===== src/rtl/adder_bist_ctrl.sv =====
// adder_bist_ctrl
// Self-test sequencer for the LFSR-fed adder datapath (two LFSR pattern sources feeding an
// adder). A run loads both LFSR seeds, steps through a programmable number of vectors and
// folds each {carry, sum} result into a MISR. The final signature is compared with a golden
// value to give a pass/fail result.
//
// Ports
//   clk, reset     rising-edge clock, synchronous active-high reset
//   start          request a run (sampled only while idle)
//   num_vec        vectors per run, latched on start
//   seed_a_cfg     LFSR A seed, latched on start
//   seed_b_cfg     LFSR B seed, latched on start
//   cin_cfg        adder carry-in, latched on start
//   expected_sig   golden signature, latched on start
//   sum_in         adder sum from the datapath
//   cout_in        adder carry-out from the datapath
//   seed_a         latched LFSR A seed
//   seed_b         latched LFSR B seed
//   adder_cin      latched adder carry-in
//   lfsr_load      load seeds into the LFSRs (one cycle)
//   lfsr_en        advance the LFSRs one step
//   busy           run in progress
//   done           one-cycle pulse at the end of a run
//   pass           signature matched; valid from done, held until the next start
//   signature      current MISR value, held after the run
//   vec_count      vectors compacted so far
module adder_bist_ctrl #(
    parameter int unsigned      WIDTH = 12,
    parameter int unsigned      CNT_W = 8,
    parameter int unsigned      SIG_W = WIDTH + 1,
    parameter logic [SIG_W-1:0] POLY  = SIG_W'(13'h001B)
) (
    input  logic             clk,
    input  logic             reset,
    input  logic             start,
    input  logic [CNT_W-1:0] num_vec,
    input  logic [WIDTH-1:0] seed_a_cfg,
    input  logic [WIDTH-1:0] seed_b_cfg,
    input  logic             cin_cfg,
    input  logic [SIG_W-1:0] expected_sig,
    input  logic [WIDTH-1:0] sum_in,
    input  logic             cout_in,
    output logic [WIDTH-1:0] seed_a,
    output logic [WIDTH-1:0] seed_b,
    output logic             adder_cin,
    output logic             lfsr_load,
    output logic             lfsr_en,
    output logic             busy,
    output logic             done,
    output logic             pass,
    output logic [SIG_W-1:0] signature,
    output logic [CNT_W-1:0] vec_count
);

    localparam logic [1:0] ST_IDLE  = 2'd0;
    localparam logic [1:0] ST_LOAD  = 2'd1;
    localparam logic [1:0] ST_RUN   = 2'd2;
    localparam logic [1:0] ST_CHECK = 2'd3;

    logic [1:0]       state_q,     state_d;
    logic [CNT_W-1:0] num_vec_q,   num_vec_d;
    logic [WIDTH-1:0] seed_a_q,    seed_a_d;
    logic [WIDTH-1:0] seed_b_q,    seed_b_d;
    logic             cin_q,       cin_d;
    logic [SIG_W-1:0] exp_sig_q,   exp_sig_d;
    logic [SIG_W-1:0] sig_q,       sig_d;
    logic [CNT_W-1:0] vec_count_q, vec_count_d;
    logic             pass_q,      pass_d;

    logic [SIG_W-1:0] d_vec;
    logic [SIG_W-1:0] misr_next;
    logic [CNT_W-1:0] vec_count_inc;
    logic             sig_match;

    assign d_vec         = SIG_W'({cout_in, sum_in});
    // Galois MISR: shift left, fold the dropped MSB back through POLY, then absorb the vector.
    assign misr_next     = {sig_q[SIG_W-2:0], 1'b0} ^ (sig_q[SIG_W-1] ? POLY : '0) ^ d_vec;
    assign vec_count_inc = vec_count_q + CNT_W'(1);
    assign sig_match     = (sig_q == exp_sig_q);

    always_comb begin
        state_d     = state_q;
        num_vec_d   = num_vec_q;
        seed_a_d    = seed_a_q;
        seed_b_d    = seed_b_q;
        cin_d       = cin_q;
        exp_sig_d   = exp_sig_q;
        sig_d       = sig_q;
        vec_count_d = vec_count_q;
        pass_d      = pass_q;
        unique case (state_q)
            ST_IDLE: begin
                if (start) begin
                    num_vec_d   = num_vec;
                    seed_a_d    = seed_a_cfg;
                    seed_b_d    = seed_b_cfg;
                    cin_d       = cin_cfg;
                    exp_sig_d   = expected_sig;
                    sig_d       = '0;
                    vec_count_d = '0;
                    pass_d      = 1'b0;
                    state_d     = ST_LOAD;
                end
            end
            ST_LOAD: begin
                state_d = (num_vec_q == '0) ? ST_CHECK : ST_RUN;
            end
            ST_RUN: begin
                sig_d       = misr_next;
                vec_count_d = vec_count_inc;
                if (vec_count_inc == num_vec_q) begin
                    state_d = ST_CHECK;
                end
            end
            ST_CHECK: begin
                pass_d  = sig_match;
                state_d = ST_IDLE;
            end
            default: state_d = ST_IDLE;
        endcase
    end

    always_ff @(posedge clk) begin
        if (reset) begin
            state_q     <= ST_IDLE;
            num_vec_q   <= '0;
            seed_a_q    <= '0;
            seed_b_q    <= '0;
            cin_q       <= 1'b0;
            exp_sig_q   <= '0;
            sig_q       <= '0;
            vec_count_q <= '0;
            pass_q      <= 1'b0;
        end else begin
            state_q     <= state_d;
            num_vec_q   <= num_vec_d;
            seed_a_q    <= seed_a_d;
            seed_b_q    <= seed_b_d;
            cin_q       <= cin_d;
            exp_sig_q   <= exp_sig_d;
            sig_q       <= sig_d;
            vec_count_q <= vec_count_d;
            pass_q      <= pass_d;
        end
    end

    // Control strobes decode straight from state so a reset drops them on the same edge.
    assign lfsr_load = (state_q == ST_LOAD);
    assign lfsr_en   = (state_q == ST_RUN);
    assign busy      = (state_q != ST_IDLE);
    assign done      = (state_q == ST_CHECK);
    // Pass is live during the done cycle, then held in pass_q.
    assign pass      = (state_q == ST_CHECK) ? sig_match : pass_q;

    assign seed_a    = seed_a_q;
    assign seed_b    = seed_b_q;
    assign adder_cin = cin_q;
    assign signature = sig_q;
    assign vec_count = vec_count_q;

endmodule


===== config.mk =====
export PLATFORM = sky130hd
export DESIGN_NAME = adder_bist_ctrl
export DESIGN_NICKNAME = d
export VERILOG_FILES = /design/src/rtl/adder_bist_ctrl.sv
export SDC_FILE = /design/constraint.sdc
export NUM_CORES = 1
export LEC_CHECK = 0
export CAP_MARGIN = 20
export CORE_ASPECT_RATIO = 0.75
export CORE_MARGIN = 10
export CORE_UTILIZATION = 25
export CTS_CLUSTER_DIAMETER = 120
export CTS_CLUSTER_SIZE = 24
export DETAILED_ROUTE_END_ITERATION = 10
export PLACE_DENSITY_LB_ADDON = 0.3
export SYNTH_ARGS = -nofsm -noshare
export SYNTH_HDL_FRONTEND = slang
export SYNTH_SLANG_ARGS = --single-unit

===== constraint.sdc =====
create_clock -name clk -period 2.2 [get_ports clk]
set_input_delay 0.44 -clock clk [delete_from_list [all_inputs] [get_ports clk]]
set_output_delay 0.44 -clock clk [all_outputs]
set_load 0.03 [all_outputs]

After elaboration in Yosys (flattened, before gate mapping)
Index checks and enable logic that the tools add are counted.
{ "op_classes": {"add_sub_neg": 1, "n_mul": 0, "div_mod_pow": 0, "order_cmp": 0, "eq_ne": 7, "shift": 0, "mux": 12, "n_bitwise": 2, "n_reduce_logical": 9} }
{ "ops": {"columns": ["op", "count"], "rows": [
  ["$pmux W13 S2", 1],
  ["$pmux W8 S2", 1],
  ["$eq A13 B13 Y1", 1],
  ["$mux W13", 1],
  ["$xor A13 B13 Y13", 1],
  ["$xor A13 B5 Y13", 1],
  ["$add A8 B1 Y8 const B", 1],
  ["$eq A8 B8 Y1", 1],
  ["$logic_not A8 Y1", 1],
  ["$mux W8", 1],
  ["$pmux W2 S4", 1],
  ["$reduce_and A2 Y1", 4],
  ["$reduce_bool A2 Y1", 3],
  ["$mux W5", 1],
  ["$eq A2 B2 Y1 const B", 2],
  ["$mux W2", 2],
  ["$mux W1", 3],
  ["$eq A2 B1 Y1 const B", 1],
  ["$logic_not A2 Y1", 1],
  ["$ne A2 B1 Y1 const B", 1],
  ["$ne A2 B2 Y1 const B", 1],
  ["$pmux W1 S2", 1]
]} }
{ "word_totals": {"reg_bits": 70, "latchBits": 0, "ramBits": 0, "romBits": 0, "input_bits": 62, "output_inout_bits": 51, "elab_cells": 40, "memories": 0} }

Longest topological paths before layout
{ "depth": {"word_depth": 4, "ltp_mapped": 9, "depth_no_buf": 8} }

Least setup slack after synthesis
OpenSTA, ideal clock, no wires.
{ "synth_path": {"path_kind": "register -> register", "startpoint": "register vec_count_q[0] (netlist: vec_count[0])", "endpoint": "register state_q[0]", "setup_ps": 119, "t_arrival_ps": 2069, "required_time_ps": 2081, "path_slack_ps": 13, "path_stages_with_launch": 8, "n_path_buf": 0, "synth_period_minus_slack_ps": 2187, "cell_sequence": "dfxtp_1 > ha_1 > and2_1 > and2b_2 > o311a_1 > o2111ai_1 > a221oi_4 > o221a_1"} }
{ "synth_via": {"elab_chain_len": 4} }
{ "synth_lines": {"columns": ["element", "line_no", "source"], "rows": [
  ["start: declaration", "67", "logic [CNT_W-1:0] vec_count_q, vec_count_d;"],
  ["start signal: assignment", "142", "vec_count_q <= vec_count_d;"],
  ["$add A8 B1 Y8", "78", "assign vec_count_inc = vec_count_q + CNT_W'(1);"],
  ["$eq A8 B8 Y1", "111", "if (vec_count_inc == num_vec_q) begin"],
  ["$ne A2 B1 Y1 (no source line)", null, null],
  ["$reduce_and A2 Y1 (no source line)", null, null],
  ["end signal: assignment", "135", "state_q <= state_d;"],
  ["end: declaration", "60", "logic [1:0] state_q, state_d;"]
]} }
Every way passes these cells.
A chain may end at the register's enable or synchronous reset.

Worst setup path after layout
{ "layout_path": {"startpoint": "register state_q[0]", "endpoint": "output lfsr_load"} }
{ "layout_via": {"elab_chain_len": 1} }
{ "layout_lines": {"columns": ["element", "line_no", "source"], "rows": [
  ["$eq A2 B1 Y1", "148", "assign lfsr_load = (state_q == ST_LOAD);"],
  ["end: declaration", "46", "output logic lfsr_load,"]
]} }
Every way passes these cells.

==> results.cfg <==
[place]
dp_cells = 655
dp_hpwl_um = 7522
gp_congestion = 0.8209
dpl_worst_slack_ns = 0.1785
port_buffers = 112

[sta]
min_period_ns = 2.109
fin_ws_ns = 0.09139
worst_pin_slew_ns = 0.4224
setup_viol = 0
slew_headroom_pct = 71.80
rsz0062_at_grt = true
clock-skew-final_ns = 0.004898
finalHoldViolCount = 0
finalMaxSlewViolations = 0
period_share_pct = 95.85
fmax_mhz = 474.2
hold_slack_ns = 0.4534

[worst_setup_path]
crit_arrival_ns = 1.67
cp_slowest_stage_delay_ns = 0.68
path_delay_family = buffers and inverters
crit_type = reg2out
path_cells = ha_1 > clkdlybuf4s50_1
critPathRequiredTime_ns = 1.76
critPathBufInv = 1
path_max_fanout = 6
start_kind = flip-flop
cpMaxStageDelayCell = clkdlybuf4s50_1
cp-end-kind = primary output

[detailed_routing]
drc = 0
wire_per_inst_um = 14.90
dr_total_vias = 3003
final_antenna_net_count = 0
drtPass1Iterations = 4
via_per_inst = 4.469
routed_wirelength_um = 10020
drtIter0Drc = 142

[status]
status = complete, no violations

[floorplan]
rows = 35
core-area_um2 = 12310
die_x_um = 149.4
floorplan.initialDensity_pct = 25.51
io_pins = 113
fp.dieArea_um2 = 17490
die_y_um = 117.0

[cells_and_area]
fill_cells = 1210
area_growth_pct = 54.48
final_cell_mix = clkdlybuf4s50_1, nand2_1, dfxtp_1, a21oi_1, nor2_1
final_common_cell = clkdlybuf4s50_1
num-nets-final = 567
instances_no_fill = 672
drive_above_1_share_pct = 9.109

[global_route]
grt.overflow.total = 0
grt_pass1_wl_um = 15800
track_usage_pct = 11.27
grt_max_degree = 37
grt_pass1_vias = 3056
antenna_found_initial = 0

[clocking]
cts_setup_buffers = 0
clockBufferDepth = 2
cts_sinks = 70
cts_buffers = 9
cts-root-buf = clkbuf_16
path_clk_slew_ns = 0.06
cts_tree = built
h-tree-depth = 3
clk_latency_ns = 0.33

[yosys]
avgSynthCellArea_um2 = 8.154
netlist_area_um2 = 3139
ys_types = 40
syn-num-nets = 452
synth_seq_cells = 70
seq_area_frac_synth_pct = 44.64
synthCells = 385
ys_warn_count = 0

[pwr]
p_leak_nw = 1.870
ir_drop_uv = 464.1
powerDensity_nw_per_um2 = 1005

[hold_path]
hp-class = reg2reg

[flow_run]
maxCapViolCount = 0
-- area by class of cell --
| type | instances | area [µm²] | share of cell area (%) |
|---|---|---|---|
| repair buffers | 127 | 1262 | 26.03 |
| multi-input cells | 286 | 1628 | 33.57 |
| flip-flops and latches | 70 | 1403 | 28.92 |
| well taps | 166 | 207.7 | 4.283 |
| clock buffers | 10 | 239.0 | 4.928 |
| diodes | 1 | 2.502 | 0.05160 |
| clock inverters | 6 | 85.08 | 1.754 |
| inverters | 6 | 22.52 | 0.4644 |
-- kinds of logic (layout without fill, tap and decap cells) --
| family | after synthesis | count (layout) | share of synthesized area [%] |
|---|---|---|---|
| and+or+nand+nor | 154 | 154 | 21.04 |
| AOI/OAI and AO/OA | 88 | 88 | 17.38 |
| DFF | 70 | 70 | 44.64 |
| xor gates and xnor gates | 37 | 37 | 10.32 |
| buffers and inverters | 29 | 149 | 3.946 |
| adders and majority gates | 5 | 5 | 1.993 |
| muxes | 2 | 2 | 0.6775 |
| other | 0 | 1 | 0 |
-- synth_stat cells --
library cell | n | area (µm²)
o211ai_1 | 1 | 7.510
nand3_1 | 2 | 10.01
inv_1 | 6 | 22.52
nor3_1 | 5 | 25.02
a22oi_1 | 14 | 105.1
xor2_1 | 17 | 148.9
buf_1 | 2 | 7.510
ha_1 | 5 | 62.56
a21o_1 | 3 | 22.52
xnor2_1 | 20 | 175.2
nand4_4 | 1 | 21.27
mux2i_1 | 1 | 10.01
nand4b_1 | 1 | 8.760
a21oi_1 | 56 | 280.3
a311oi_1 | 1 | 8.760
o31a_2 | 1 | 10.01
nand2_1 | 100 | 375.4
nor2_1 | 31 | 116.4
and2_1 | 2 | 12.51
o221a_1 | 1 | 11.26
nand4_1 | 4 | 25.02
and2b_1 | 1 | 7.510
buf_6 | 2 | 22.52
dfxtp_1 | 70 | 1401
clkbuf_1 | 19 | 71.32
or3b_1 | 1 | 8.760
and2b_2 | 1 | 8.760
o311a_2 | 1 | 11.26
and3_2 | 1 | 7.510
a221oi_4 | 1 | 26.28
and4_4 | 1 | 11.26
nand3b_1 | 1 | 7.510
o21a_1 | 2 | 15.01
o311a_1 | 1 | 10.01
nor4_1 | 1 | 6.260
o21ai_0 | 4 | 20.02
mux2_2 | 1 | 11.26
nor4b_1 | 1 | 8.760
o2111ai_1 | 1 | 8.760
a21o_2 | 1 | 8.760
-- worst paths after layout --
path	startpoint	to	slack, ns	depth (start not counted)
worst max register to register	vec_count[0]$_SDFFE_PP0P_	state_q[0]$_SDFFE_PP0P_	0.17	7
worst min-delay path	seed_a[9]$_SDFFE_PP0P_	seed_a[9]$_SDFFE_PP0P_	0.45	2
worst min register to register	seed_a[9]$_SDFFE_PP0P_	seed_a[9]$_SDFFE_PP0P_	0.45	2
worst max-delay path	state_q[0]$_SDFFE_PP0P_	lfsr_load	0.09	2
-- routing by layer --
metal	vias up	track usage [%]	share of wire [%]
li1	1523	-	-
met1	1386	13.38	45
met2	87	17.67	44
met3	7	5.878	9.9
met4	0	2.740	0.85
met5	-	0	0
-- what timing repair did --
action / 4_1_cts / 5_1_grt
hold buffers: 0 / 0
resized for setup: 1 / 3
endpoints found under the hold margin: 0 / 0
setup endpoints to repair: 1 / 2
pin swaps: 0 / 0
-- tightest hold or removal path: stages (launching register included) --
cell and delay [ns]:
dfxtp_1 0.31, nand2_1 0.05, a21oi_1 0.05
-- per-stage QoR --
step / util (%) / total power [mW] / instance area (µm²) / setup TNS, ns
3_5_place_dp: 36.69 / 3.344 / 4514 / 0
2_1_floorplan: - / 2.611 / 3139 / 0
4_1_cts: 39.31 / 4.943 / 4837 / 0
3_3_place_gp: 36.69 / 3.319 / 4514 / 0
5_1_grt: 39.39 / 5.164 / 4847 / -0.008389
6_report: 39.41 / 4.871 / 4850 / 0
-- state kept, by name, summed over array words and instances, names as in the netlist --
register,count
vec_count,8
state_q,2
signature,13
seed_b,12
adder_cin,1
seed_a,12
num_vec_q,8
pass_q,1
exp_sig_q,13
-- where the power goes --
group | switching [mW] | internal, mW
clock | 0.547 | 1.02
combinational | 0.969 | 0.749
sequential | 0.144 | 1.44
Power figures use the tool's default switching activity.
